**src/rtl/sccb_pkg.sv**
```systemverilog
// Shared constants, entry decoding helper and FSM state type for the SCCB power-up sequencer.
package sccb_pkg;

    localparam logic [31:0] SCCB_ADDR_DATA = 32'h0000_0000;
    localparam logic [31:0] SCCB_ADDR_BUSY = 32'h0000_0004;
    localparam logic [3:0]  SCCB_BE_16     = 4'b0011;
    localparam logic [3:0]  SCCB_BE_NONE   = 4'b0000;
    localparam logic [15:0] ENTRY_END      = 16'hFFFF;
    localparam logic [7:0]  ENTRY_WAIT_HI  = 8'hF0;

    typedef enum logic [3:0] {
        ST_IDLE   = 4'd0,
        ST_PWRUP  = 4'd1,
        ST_FETCH  = 4'd2,
        ST_DECODE = 4'd3,
        ST_WRITE  = 4'd4,
        ST_SETTLE = 4'd5,
        ST_POLL   = 4'd6,
        ST_WAIT   = 4'd7,
        ST_DONE   = 4'd8,
        ST_ERR    = 4'd9
    } seq_state_e;

    // F0nn entries are delays of nn milliseconds rather than register writes
    function automatic logic is_wait_entry(input logic [15:0] entry);
        return (entry[15:8] == ENTRY_WAIT_HI);
    endfunction

endpackage

```
**src/rtl/sccb_init_rom.sv**
```systemverilog
// Register table for the power-up sequence: one 16-bit {reg_addr, reg_data} word per entry,
// entry 0 in the least significant 16 bits of ROM_INIT, read with one cycle of latency.
module sccb_init_rom #(
    parameter int                            ROM_AW   = 8,
    parameter logic [(2**ROM_AW)*16-1:0]     ROM_INIT = '1
) (
    input  logic              CLK,
    input  logic              RST,
    input  logic [ROM_AW-1:0] addr,
    output logic [15:0]       data
);

    // Registered table read
    always_ff @(posedge CLK) begin
        if (RST) begin
            data <= 16'h0000;
        end else begin
            data <= ROM_INIT[{addr, 4'h0} +: 16];
        end
    end

endmodule

```
**src/rtl/sccb_init_seq.sv**
```systemverilog
// Camera power-up sequencer: waits for supply settle, then walks the register table writing
// each entry to the SCCB controller and polling its busy flag; reports DONE or ERR.
module sccb_init_seq
    import sccb_pkg::*;
#(
    parameter int                            CLK_FREQ_HZ = 50_000_000,
    parameter int                            PWRUP_MS    = 10,
    parameter int                            ROM_AW      = 8,
    parameter int                            POLL_TMO    = 2_000_000,
    parameter logic [(2**ROM_AW)*16-1:0]     ROM_INIT    = '1
) (
    input  logic              CLK,
    input  logic              RST,
    input  logic              START,
    output logic [31:0]       IO_Address,
    output logic [31:0]       IO_Write_Data,
    output logic [3:0]        IO_Byte_Enable,
    output logic              WR,
    input  logic [31:0]       RDATA,
    output logic              SEQ_BUSY,
    output logic              DONE,
    output logic              ERR,
    output logic [ROM_AW-1:0] ENTRY_IDX
);

    localparam int TICK_CYC = (CLK_FREQ_HZ / 1000 > 0) ? (CLK_FREQ_HZ / 1000) : 1;
    localparam int TICK_W   = (TICK_CYC > 1) ? $clog2(TICK_CYC) : 1;
    localparam int POLL_W   = (POLL_TMO > 1) ? $clog2(POLL_TMO + 1) : 1;

    localparam logic [TICK_W-1:0] TICK_LAST = TICK_W'(TICK_CYC - 1);
    localparam logic [TICK_W-1:0] TICK_ONE  = TICK_W'(1);
    localparam logic [POLL_W-1:0] POLL_LAST = POLL_W'(POLL_TMO - 1);
    localparam logic [POLL_W-1:0] POLL_ONE  = POLL_W'(1);
    localparam logic [ROM_AW-1:0] IDX_LAST  = '1;
    localparam logic [ROM_AW-1:0] IDX_ONE   = ROM_AW'(1);
    localparam logic [15:0]       PWRUP_TGT = 16'(PWRUP_MS);

    seq_state_e        state_r;
    logic [TICK_W-1:0] tick_cnt_r;
    logic [15:0]       ms_cnt_r;
    logic [15:0]       ms_tgt_r;
    logic [POLL_W-1:0] poll_cnt_r;
    logic [15:0]       rom_data_s;
    logic              tick_wrap_s;
    logic              ms_done_s;
    logic              last_entry_s;
    logic              unused_rdata_s;

    sccb_init_rom #(
        .ROM_AW   (ROM_AW),
        .ROM_INIT (ROM_INIT)
    ) u_rom (
        .CLK  (CLK),
        .RST  (RST),
        .addr (ENTRY_IDX),
        .data (rom_data_s)
    );

    // Delay-complete and end-of-table conditions shared by PWRUP, WAIT, DECODE and POLL
    always_comb begin
        tick_wrap_s    = (tick_cnt_r == TICK_LAST);
        ms_done_s      = (ms_tgt_r == 16'h0000) ||
                         (tick_wrap_s && (ms_cnt_r == (ms_tgt_r - 16'h0001)));
        last_entry_s   = (ENTRY_IDX == IDX_LAST);
        unused_rdata_s = ^RDATA[31:1];
    end

    // Sequencer FSM with all bus outputs registered
    always_ff @(posedge CLK) begin
        if (RST) begin
            state_r        <= ST_PWRUP;
            WR             <= 1'b0;
            IO_Byte_Enable <= SCCB_BE_NONE;
            IO_Address     <= SCCB_ADDR_DATA;
            IO_Write_Data  <= 32'h0000_0000;
            DONE           <= 1'b0;
            ERR            <= 1'b0;
            SEQ_BUSY       <= 1'b1;
            ENTRY_IDX      <= '0;
            tick_cnt_r     <= '0;
            ms_cnt_r       <= 16'h0000;
            ms_tgt_r       <= PWRUP_TGT;
            poll_cnt_r     <= '0;
        end else begin
            case (state_r)
                ST_PWRUP: begin
                    if (ms_done_s) begin
                        state_r <= ST_FETCH;
                    end else if (tick_wrap_s) begin
                        tick_cnt_r <= '0;
                        ms_cnt_r   <= ms_cnt_r + 16'h0001;
                    end else begin
                        tick_cnt_r <= tick_cnt_r + TICK_ONE;
                    end
                end

                ST_FETCH: begin
                    state_r <= ST_DECODE;
                end

                ST_DECODE: begin
                    if (rom_data_s == ENTRY_END) begin
                        DONE     <= 1'b1;
                        SEQ_BUSY <= 1'b0;
                        state_r  <= ST_DONE;
                    end else if (is_wait_entry(rom_data_s)) begin
                        // A zero-length delay just moves on to the next entry
                        if (rom_data_s[7:0] == 8'h00) begin
                            if (last_entry_s) begin
                                DONE     <= 1'b1;
                                SEQ_BUSY <= 1'b0;
                                state_r  <= ST_DONE;
                            end else begin
                                ENTRY_IDX <= ENTRY_IDX + IDX_ONE;
                                state_r   <= ST_FETCH;
                            end
                        end else begin
                            ms_tgt_r   <= {8'h00, rom_data_s[7:0]};
                            ms_cnt_r   <= 16'h0000;
                            tick_cnt_r <= '0;
                            state_r    <= ST_WAIT;
                        end
                    end else begin
                        WR             <= 1'b1;
                        IO_Address     <= SCCB_ADDR_DATA;
                        IO_Byte_Enable <= SCCB_BE_16;
                        IO_Write_Data  <= {16'h0000, rom_data_s};
                        state_r        <= ST_WRITE;
                    end
                end

                ST_WRITE: begin
                    WR             <= 1'b0;
                    IO_Byte_Enable <= SCCB_BE_NONE;
                    IO_Address     <= SCCB_ADDR_BUSY;
                    state_r        <= ST_SETTLE;
                end

                // The controller raises busy one cycle after the strobe, so skip one read
                ST_SETTLE: begin
                    poll_cnt_r <= '0;
                    state_r    <= ST_POLL;
                end

                ST_POLL: begin
                    if (!RDATA[0]) begin
                        IO_Address <= SCCB_ADDR_DATA;
                        if (last_entry_s) begin
                            DONE     <= 1'b1;
                            SEQ_BUSY <= 1'b0;
                            state_r  <= ST_DONE;
                        end else begin
                            ENTRY_IDX <= ENTRY_IDX + IDX_ONE;
                            state_r   <= ST_FETCH;
                        end
                    end else if (poll_cnt_r == POLL_LAST) begin
                        IO_Address <= SCCB_ADDR_DATA;
                        ERR        <= 1'b1;
                        SEQ_BUSY   <= 1'b0;
                        state_r    <= ST_ERR;
                    end else begin
                        poll_cnt_r <= poll_cnt_r + POLL_ONE;
                    end
                end

                ST_WAIT: begin
                    if (ms_done_s) begin
                        if (last_entry_s) begin
                            DONE     <= 1'b1;
                            SEQ_BUSY <= 1'b0;
                            state_r  <= ST_DONE;
                        end else begin
                            ENTRY_IDX <= ENTRY_IDX + IDX_ONE;
                            state_r   <= ST_FETCH;
                        end
                    end else if (tick_wrap_s) begin
                        tick_cnt_r <= '0;
                        ms_cnt_r   <= ms_cnt_r + 16'h0001;
                    end else begin
                        tick_cnt_r <= tick_cnt_r + TICK_ONE;
                    end
                end

                ST_IDLE, ST_DONE, ST_ERR: begin
                    if (START) begin
                        DONE       <= 1'b0;
                        ERR        <= 1'b0;
                        SEQ_BUSY   <= 1'b1;
                        ENTRY_IDX  <= '0;
                        tick_cnt_r <= '0;
                        ms_cnt_r   <= 16'h0000;
                        ms_tgt_r   <= PWRUP_TGT;
                        state_r    <= ST_PWRUP;
                    end else begin
                        state_r <= state_r;
                    end
                end

                // An illegal state encoding parks the sequencer in ERR with the bus quiet
                default: begin
                    WR             <= 1'b0;
                    IO_Byte_Enable <= SCCB_BE_NONE;
                    IO_Address     <= SCCB_ADDR_DATA;
                    ERR            <= 1'b1;
                    SEQ_BUSY       <= 1'b0;
                    state_r        <= ST_ERR;
                end
            endcase
        end
    end

endmodule

```
**config.mk**
```make
export PLATFORM = sky130hd
export DESIGN_NAME = sccb_init_seq
export DESIGN_NICKNAME = d
export VERILOG_FILES = /design/src/rtl/sccb_pkg.sv /design/src/rtl/sccb_init_rom.sv /design/src/rtl/sccb_init_seq.sv
export SDC_FILE = /design/constraint.sdc
export NUM_CORES = 1
export LEC_CHECK = 0
export BUFFER_PORTS_ARGS = -buffer_cell sky130_fd_sc_hd__buf_4
export CAP_MARGIN = 20
export CORE_ASPECT_RATIO = 1.25
export CORE_MARGIN = 5
export CORE_UTILIZATION = 54
export DETAILED_ROUTE_END_ITERATION = 16
export PLACE_DENSITY = 0.82
export SYNTH_ARGS = -nofsm -noshare
export SYNTH_HDL_FRONTEND = slang
export SYNTH_SLANG_ARGS = --single-unit
```
**constraint.sdc**
```tcl
create_clock -name CLK -period 2.7 [get_ports CLK]
set_input_delay 0.135 -clock CLK [delete_from_list [all_inputs] [get_ports CLK]]
set_output_delay 0.135 -clock CLK [all_outputs]
set_load 0.05 [all_outputs]
```
### Yosys cells after proc, flatten, opt, wreduce, memory -nomap -nowiden

Cells that the tools add are included.

| cells by class | value |
|---|---|
| add/sub/neg operators | 5 |
| multipliers | 0 |
| div/mod/pow operators | 0 |
| order comparisons | 0 |
| eq/ne operators | 32 |
| shift-type cells | 1 |
| mux-type cells | 67 |
| bitwise logic cells | 6 |
| reductions and logical operators | 27 |

Operators with widths:

| kind | count |
|---|---|
| variable part select 4096 x 13 -> 16 bit, first input constant | 1 |
| two-way mux 16 bit | 12 |
| two-way mux 32 bit | 4 |
| case mux 32 bit (4 select lines) | 1 |
| case mux 16 bit (3 select lines) | 2 |
| two-way mux 8 bit | 7 |
| two-way mux 4 bit | 11 |
| two-way mux 21 bit | 2 |
| case mux 21 bit (2 select lines) | 1 |
| adder 16 x 1 -> 16 bit, second input constant | 2 |
| equality test 16 bit, second input constant | 2 |
| case mux 16 bit (2 select lines) | 1 |
| case mux 4 bit (8 select lines) | 1 |
| case mux 8 bit (4 select lines) | 1 |
| != test 2 bit, second input constant | 13 |
| adder 21 x 1 -> 21 bit, second input constant | 1 |
| equality test 21 bit, second input constant | 1 |
| two-way mux 1 bit | 19 |
| AND reduction 6 bit | 3 |
| equality test 16 bit | 1 |
| equality test 4 x 3 -> 1 bit, second input constant | 4 |
| equality test 8 bit, second input constant | 2 |
| logical NOT 16 bit | 1 |
| subtractor 16 x 1 -> 16 bit, second input constant | 1 |
| 29 further kinds | 44 |

| storage, ports and cells | value |
|---|---|
| flip-flop bits (word level) | 153 |
| latch bits | 0 |
| bits in writable memories | 0 |
| memory bits (read-only) | 0 |
| input port bits | 35 |
| memories kept | 0 |

### Longest topological paths before layout

| logic depth | value |
|---|---|
| depth after elaboration | 6 |
| mapped depth | 10 |
| depth with buffers taken out | 8 |

### Cells and area by module

A second synthesis with hierarchy kept.

| unflattened totals | value |
|---|---|
| cells, all modules | 714 |
| area total of the unflattened synthesis | 5502.8 um^2 |

By module, submodules not included:

| module | instances | cells an instance | area each (um^2) |
|---|---|---|---|
| sccb_init_seq | 1 | 697 | 5366.4 |
| sccb_init_rom | 1 | 17 | 136.4 |

### Worst setup path before layout

No wires, ideal clock.

| path | value |
|---|---|
| path type | register -> register |
| from | register ms_cnt_r[8] |
| to | register tick_cnt_r[1] |
| library setup time | 0.128 ns |
| data arrival time | 2.195 ns |
| setup slack | 0.377 ns |
| stages on the path, launching flop included | 9 |
| buffers on the path | 2 |
| period minus slack after synthesis | 2.323 ns |
| cells stage by stage | dfxtp_1 > or4_4 > nor4_4 > nand4_2 > a22oi_1 > buf_2 > buf_2 > mux2i_1 > nor2_1 |

| between the ends | value |
|---|---|
| cells in the longest elaborated chain, start to end | 5 |

RTL lines:

| item | RTL line | source |
|---|---|---|
| start: declaration | sccb_init_seq.sv:40 | `logic [15:0] ms_cnt_r;` |
| start signal: assignment | sccb_init_seq.sv:91 | `ms_cnt_r <= ms_cnt_r + 16'h0001;` |
| start signal: assignment | sccb_init_seq.sv:178 | `ms_cnt_r <= ms_cnt_r + 16'h0001;` |
| equality test 16 bit | sccb_init_seq.sv:63 | `(tick_wrap_s && (ms_cnt_r == (ms_tgt_r - 16'h0001)));` |
| logical AND 1 bit | sccb_init_seq.sv:63 |  |
| logical OR 1 bit | sccb_init_seq.sv:62 | `ms_done_s = (ms_tgt_r == 16'h0000) \|\|` |
| != test 2 bit (no source line) | -- |  |
| AND reduction 6 bit (no source line) | -- |  |
| end signal: assignment | sccb_init_seq.sv:93 | `tick_cnt_r <= tick_cnt_r + TICK_ONE;` |
| end signal: assignment | sccb_init_seq.sv:180 | `tick_cnt_r <= tick_cnt_r + TICK_ONE;` |
| end: declaration | sccb_init_seq.sv:39 | `logic [TICK_W-1:0] tick_cnt_r;` |

No other way between the ends.
A chain may end at the register's enable or synchronous reset.

### Final worst setup path

| path | value |
|---|---|
| from | register ms_cnt_r[8] |
| to | register ENTRY_IDX[7] |

| between the ends | value |
|---|---|
| cells in the longest elaborated chain, start to end | 5 |

RTL lines:

| item | RTL line | source |
|---|---|---|
| equality test 16 bit | sccb_init_seq.sv:63 |  |
| logical AND 1 bit | sccb_init_seq.sv:63 |  |
| logical OR 1 bit | sccb_init_seq.sv:62 |  |
| != test 2 bit (no source line) | -- |  |
| AND reduction 7 bit (no source line) | -- |  |
| end signal: assignment | sccb_init_seq.sv:114 | `ENTRY_IDX <= ENTRY_IDX + IDX_ONE;` |
| end signal: assignment | sccb_init_seq.sv:153 | `ENTRY_IDX <= ENTRY_IDX + IDX_ONE;` |
| end signal: assignment | sccb_init_seq.sv:173 | `ENTRY_IDX <= ENTRY_IDX + IDX_ONE;` |
| end: declaration | sccb_init_seq.sv:23 | `output logic [ROM_AW-1:0] ENTRY_IDX` |

No other way between the ends.

==> impl_metrics.json <==
{
  "grt_max_degree": 31,
  "nets": 637,
  "grt_pass1_wl_um": 16800,
  "fmax_mhz": 396,
  "vdd_ir_drop_max_uv": 303,
  "cellLeakagePower_nw": 1.89,
  "drt_pass1_iterations": 5,
  "core_area_sq_um": 8240,
  "io-pin-count": 115,
  "initial_core_util_pct": 55.6,
  "holdBufCountCts": 0,
  "fin_area_sq_um": 4860,
  "finalHoldViolCount": 0,
  "areaGrowthSynthToFinish_pct": 6.06,
  "routabilityCongestion": 0.883,
  "cp_cell_sequence": "or4_4, nor4_4, nand4_2, a21bo_1, or4_1, a21oi_1",
  "cp.arrival_ps": 2820,
  "setup_violations": 0,
  "grt_setup_unrepaired": "false",
  "path_max_fanout": 12,
  "hold_path_class": "input pin to flop",
  "drive_gt1_share_pct": 11.8,
  "clkSlewWorstSetupHoldPaths_ps": 90,
  "slowest_stage": "or4_4",
  "tightestPinTransition_ps": 647,
  "cp-start-kind": "flop",
  "numPortBuffers": 34,
  "worst_path_dominant_cell_family": "simple AND/OR/NAND/NOR gates",
  "synth.area.top_cells": "dfxtp_1 32%, buf_4 11%, a21oi_1 4.5%",
  "clock-sinks": 74,
  "ys_top_cells_by_count": "74 x dfxtp_1, 66 x buf_4, 47 x nor2_1",
  "dpl_cell_area_sq_um": 4630,
  "timing.final.ws_setup_ps": 176,
  "dp_hpwl_um": 7340,
  "ys_async_sr_fraction_pct": 0,
  "synth_top_area_share_pct": 32.3,
  "clk_latency_ps": 360,
  "drv_cap": 0,
  "ys.flop_type": "dfxtp_1",
  "clock_path_buffers": 2,
  "synth_area_sq_um": 4580,
  "finalSetupTns_ps": 0,
  "antennaDiodeCount": 0,
  "antenna_found_initial": 0,
  "endpoint_kind": "flop",
  "num_vias": 4133,
  "dieArea_sq_um": 10400,
  "fin_skew_ps": 12.0,
  "utilization_pct": 59.0,
  "avgSynthCellArea_sq_um": 7.90,
  "synth_top_area_cell": "dfxtp_1",
  "first_iter_violations": 341,
  "synth.most_common_cell": "dfxtp_1",
  "synthDistinctLibCells": 63,
  "final_cells": 697,
  "route.detailed.drc": 0,
  "min_period_ps": 2520,
  "cts_root_buf": "clkbuf_8",
  "ys_seq_area_share_pct": 32.3,
  "worstPathRequired_ps": 2990,
  "die_w_um": 92.4,
  "postCtsSetupRepairBufs": 0,
  "hold_ws_ps": 82.5,
  "finalPower_mw": 3.61,
  "grtUsageTotal_pct": 19.2,
  "ys_ff_latch": 74,
  "postRouteAntennaNets": 0,
  "p_per_area_nw_per_um2": 743,
  "maxSlewHeadroom_pct": 56.5,
  "max_stage_delay_ps": 560,
  "cts_resized": 0,
  "htreeDepth": 3,
  "worstPathBufferInverterCount": 0,
  "routedWlPerCell_um": 14.6,
  "maxSlewViolCount": 0,
  "yosysWarnings": 0,
  "dp_cells": 680,
  "outcome": "complete, no violations",
  "post-place-ws_ps": 192,
  "synth-edff-count": 0,
  "rows": 37,
  "grt_pass1_vias": 3716,
  "vias_per_cell": 5.93,
  "crit_type": "flop to flop",
  "fillers": 709,
  "cts_buffers": 9,
  "routed_wl_um": 10200,
  "post-route-period-util_pct": 93.5,
  "die-height_um": 113,
  "globalRoute.totalOverflow": 0,
  "syn_inst": 580,
  "cts_tree": "yes"
}
routing by layer:
| metal | share of wire, % | global-route usage, % | wire (um) | vias up |
|---|---|---|---|---|
| met4 | 1.6 | 7.23 | 159 | 0 |
| li1 | - | - | - | 2038 |
| met5 | 0 | 0 | 0 | - |
| met1 | 42 | 23.2 | 4270 | 1947 |
| met2 | 51 | 34.1 | 5190 | 133 |
| met3 | 5.6 | 3.19 | 572 | 15 |
cell families after synthesis:
kind of cell | count (synthesis) | synth area share [%]
buf+inv | 100 | 13.8
mux | 5 | 1.15
simple gates | 224 | 26.4
xor+xnor | 15 | 2.87
compound gates | 154 | 21.4
other cells | 1 | 0.0819
fa+ha+maj | 7 | 1.91
flops | 74 | 32.3
where the power goes:
group,switching (mW),internal (mW)
logic,0.982,0.464
clock network,0.452,0.462
registers,0.102,1.15
total,1.54,2.08
final cells by class:
class	count	area [sq um]	share of cell area (%)
sequential	74	1480	30.5
timing repair buffer	45	357	7.34
multi-input combinational	454	2650	54.5
tap	97	121	2.50
clock inverter	6	72.6	1.49
clock buffer	10	138	2.83
inverter	11	41.3	0.850
final timing paths:
| check | slack, ps | from | to | cells after the start |
|---|---|---|---|---|
| worst max register to register | 180 | ms_cnt_r[8]$_SDFFE_PP0P_ | ENTRY_IDX[7]$_SDFFE_PP0P_ | 6 |
| worst min register to register | 480 | tick_cnt_r[15]$_SDFFE_PP0P_ | tick_cnt_r[15]$_SDFFE_PP0P_ | 2 |
| worst min-delay path | 80 | RDATA[0] | state_r[0]$_SDFFE_PP1P_ | 3 |
| worst max-delay path | 180 | ms_cnt_r[8]$_SDFFE_PP0P_ | ENTRY_IDX[7]$_SDFFE_PP0P_ | 6 |
flip-flops by register name (all words and copies together) (netlist names):
signal          count
ERR                 1
DONE                1
tick_cnt_r         16
state_r             4
SEQ_BUSY            1
IO_Byte_Enable      1
IO_Address          1
u_rom.data          1
ms_cnt_r           16
ENTRY_IDX           8
ms_tgt_r            2
poll_cnt_r         21
IO_Write_Data       1
tightest hold or removal path: stages:
cell      delay [ps]
buf_4            100
o211ai_1          90
nand3_1           80
placed cells by master (no fill, tap or decap), types with 15 or more instances in the layout:
cell type  netlist  routed
nand2_1         44      44
a31oi_1         16      16
nand3_1         27      27
a21oi_1         41      41
buf_4           66      43
and3_1          15      15
nor2_1          47      47
dfxtp_1         74      74
o21ai_0         36      36
conb_1           1      49
Note: power is estimated with default switching activity, not from simulation.
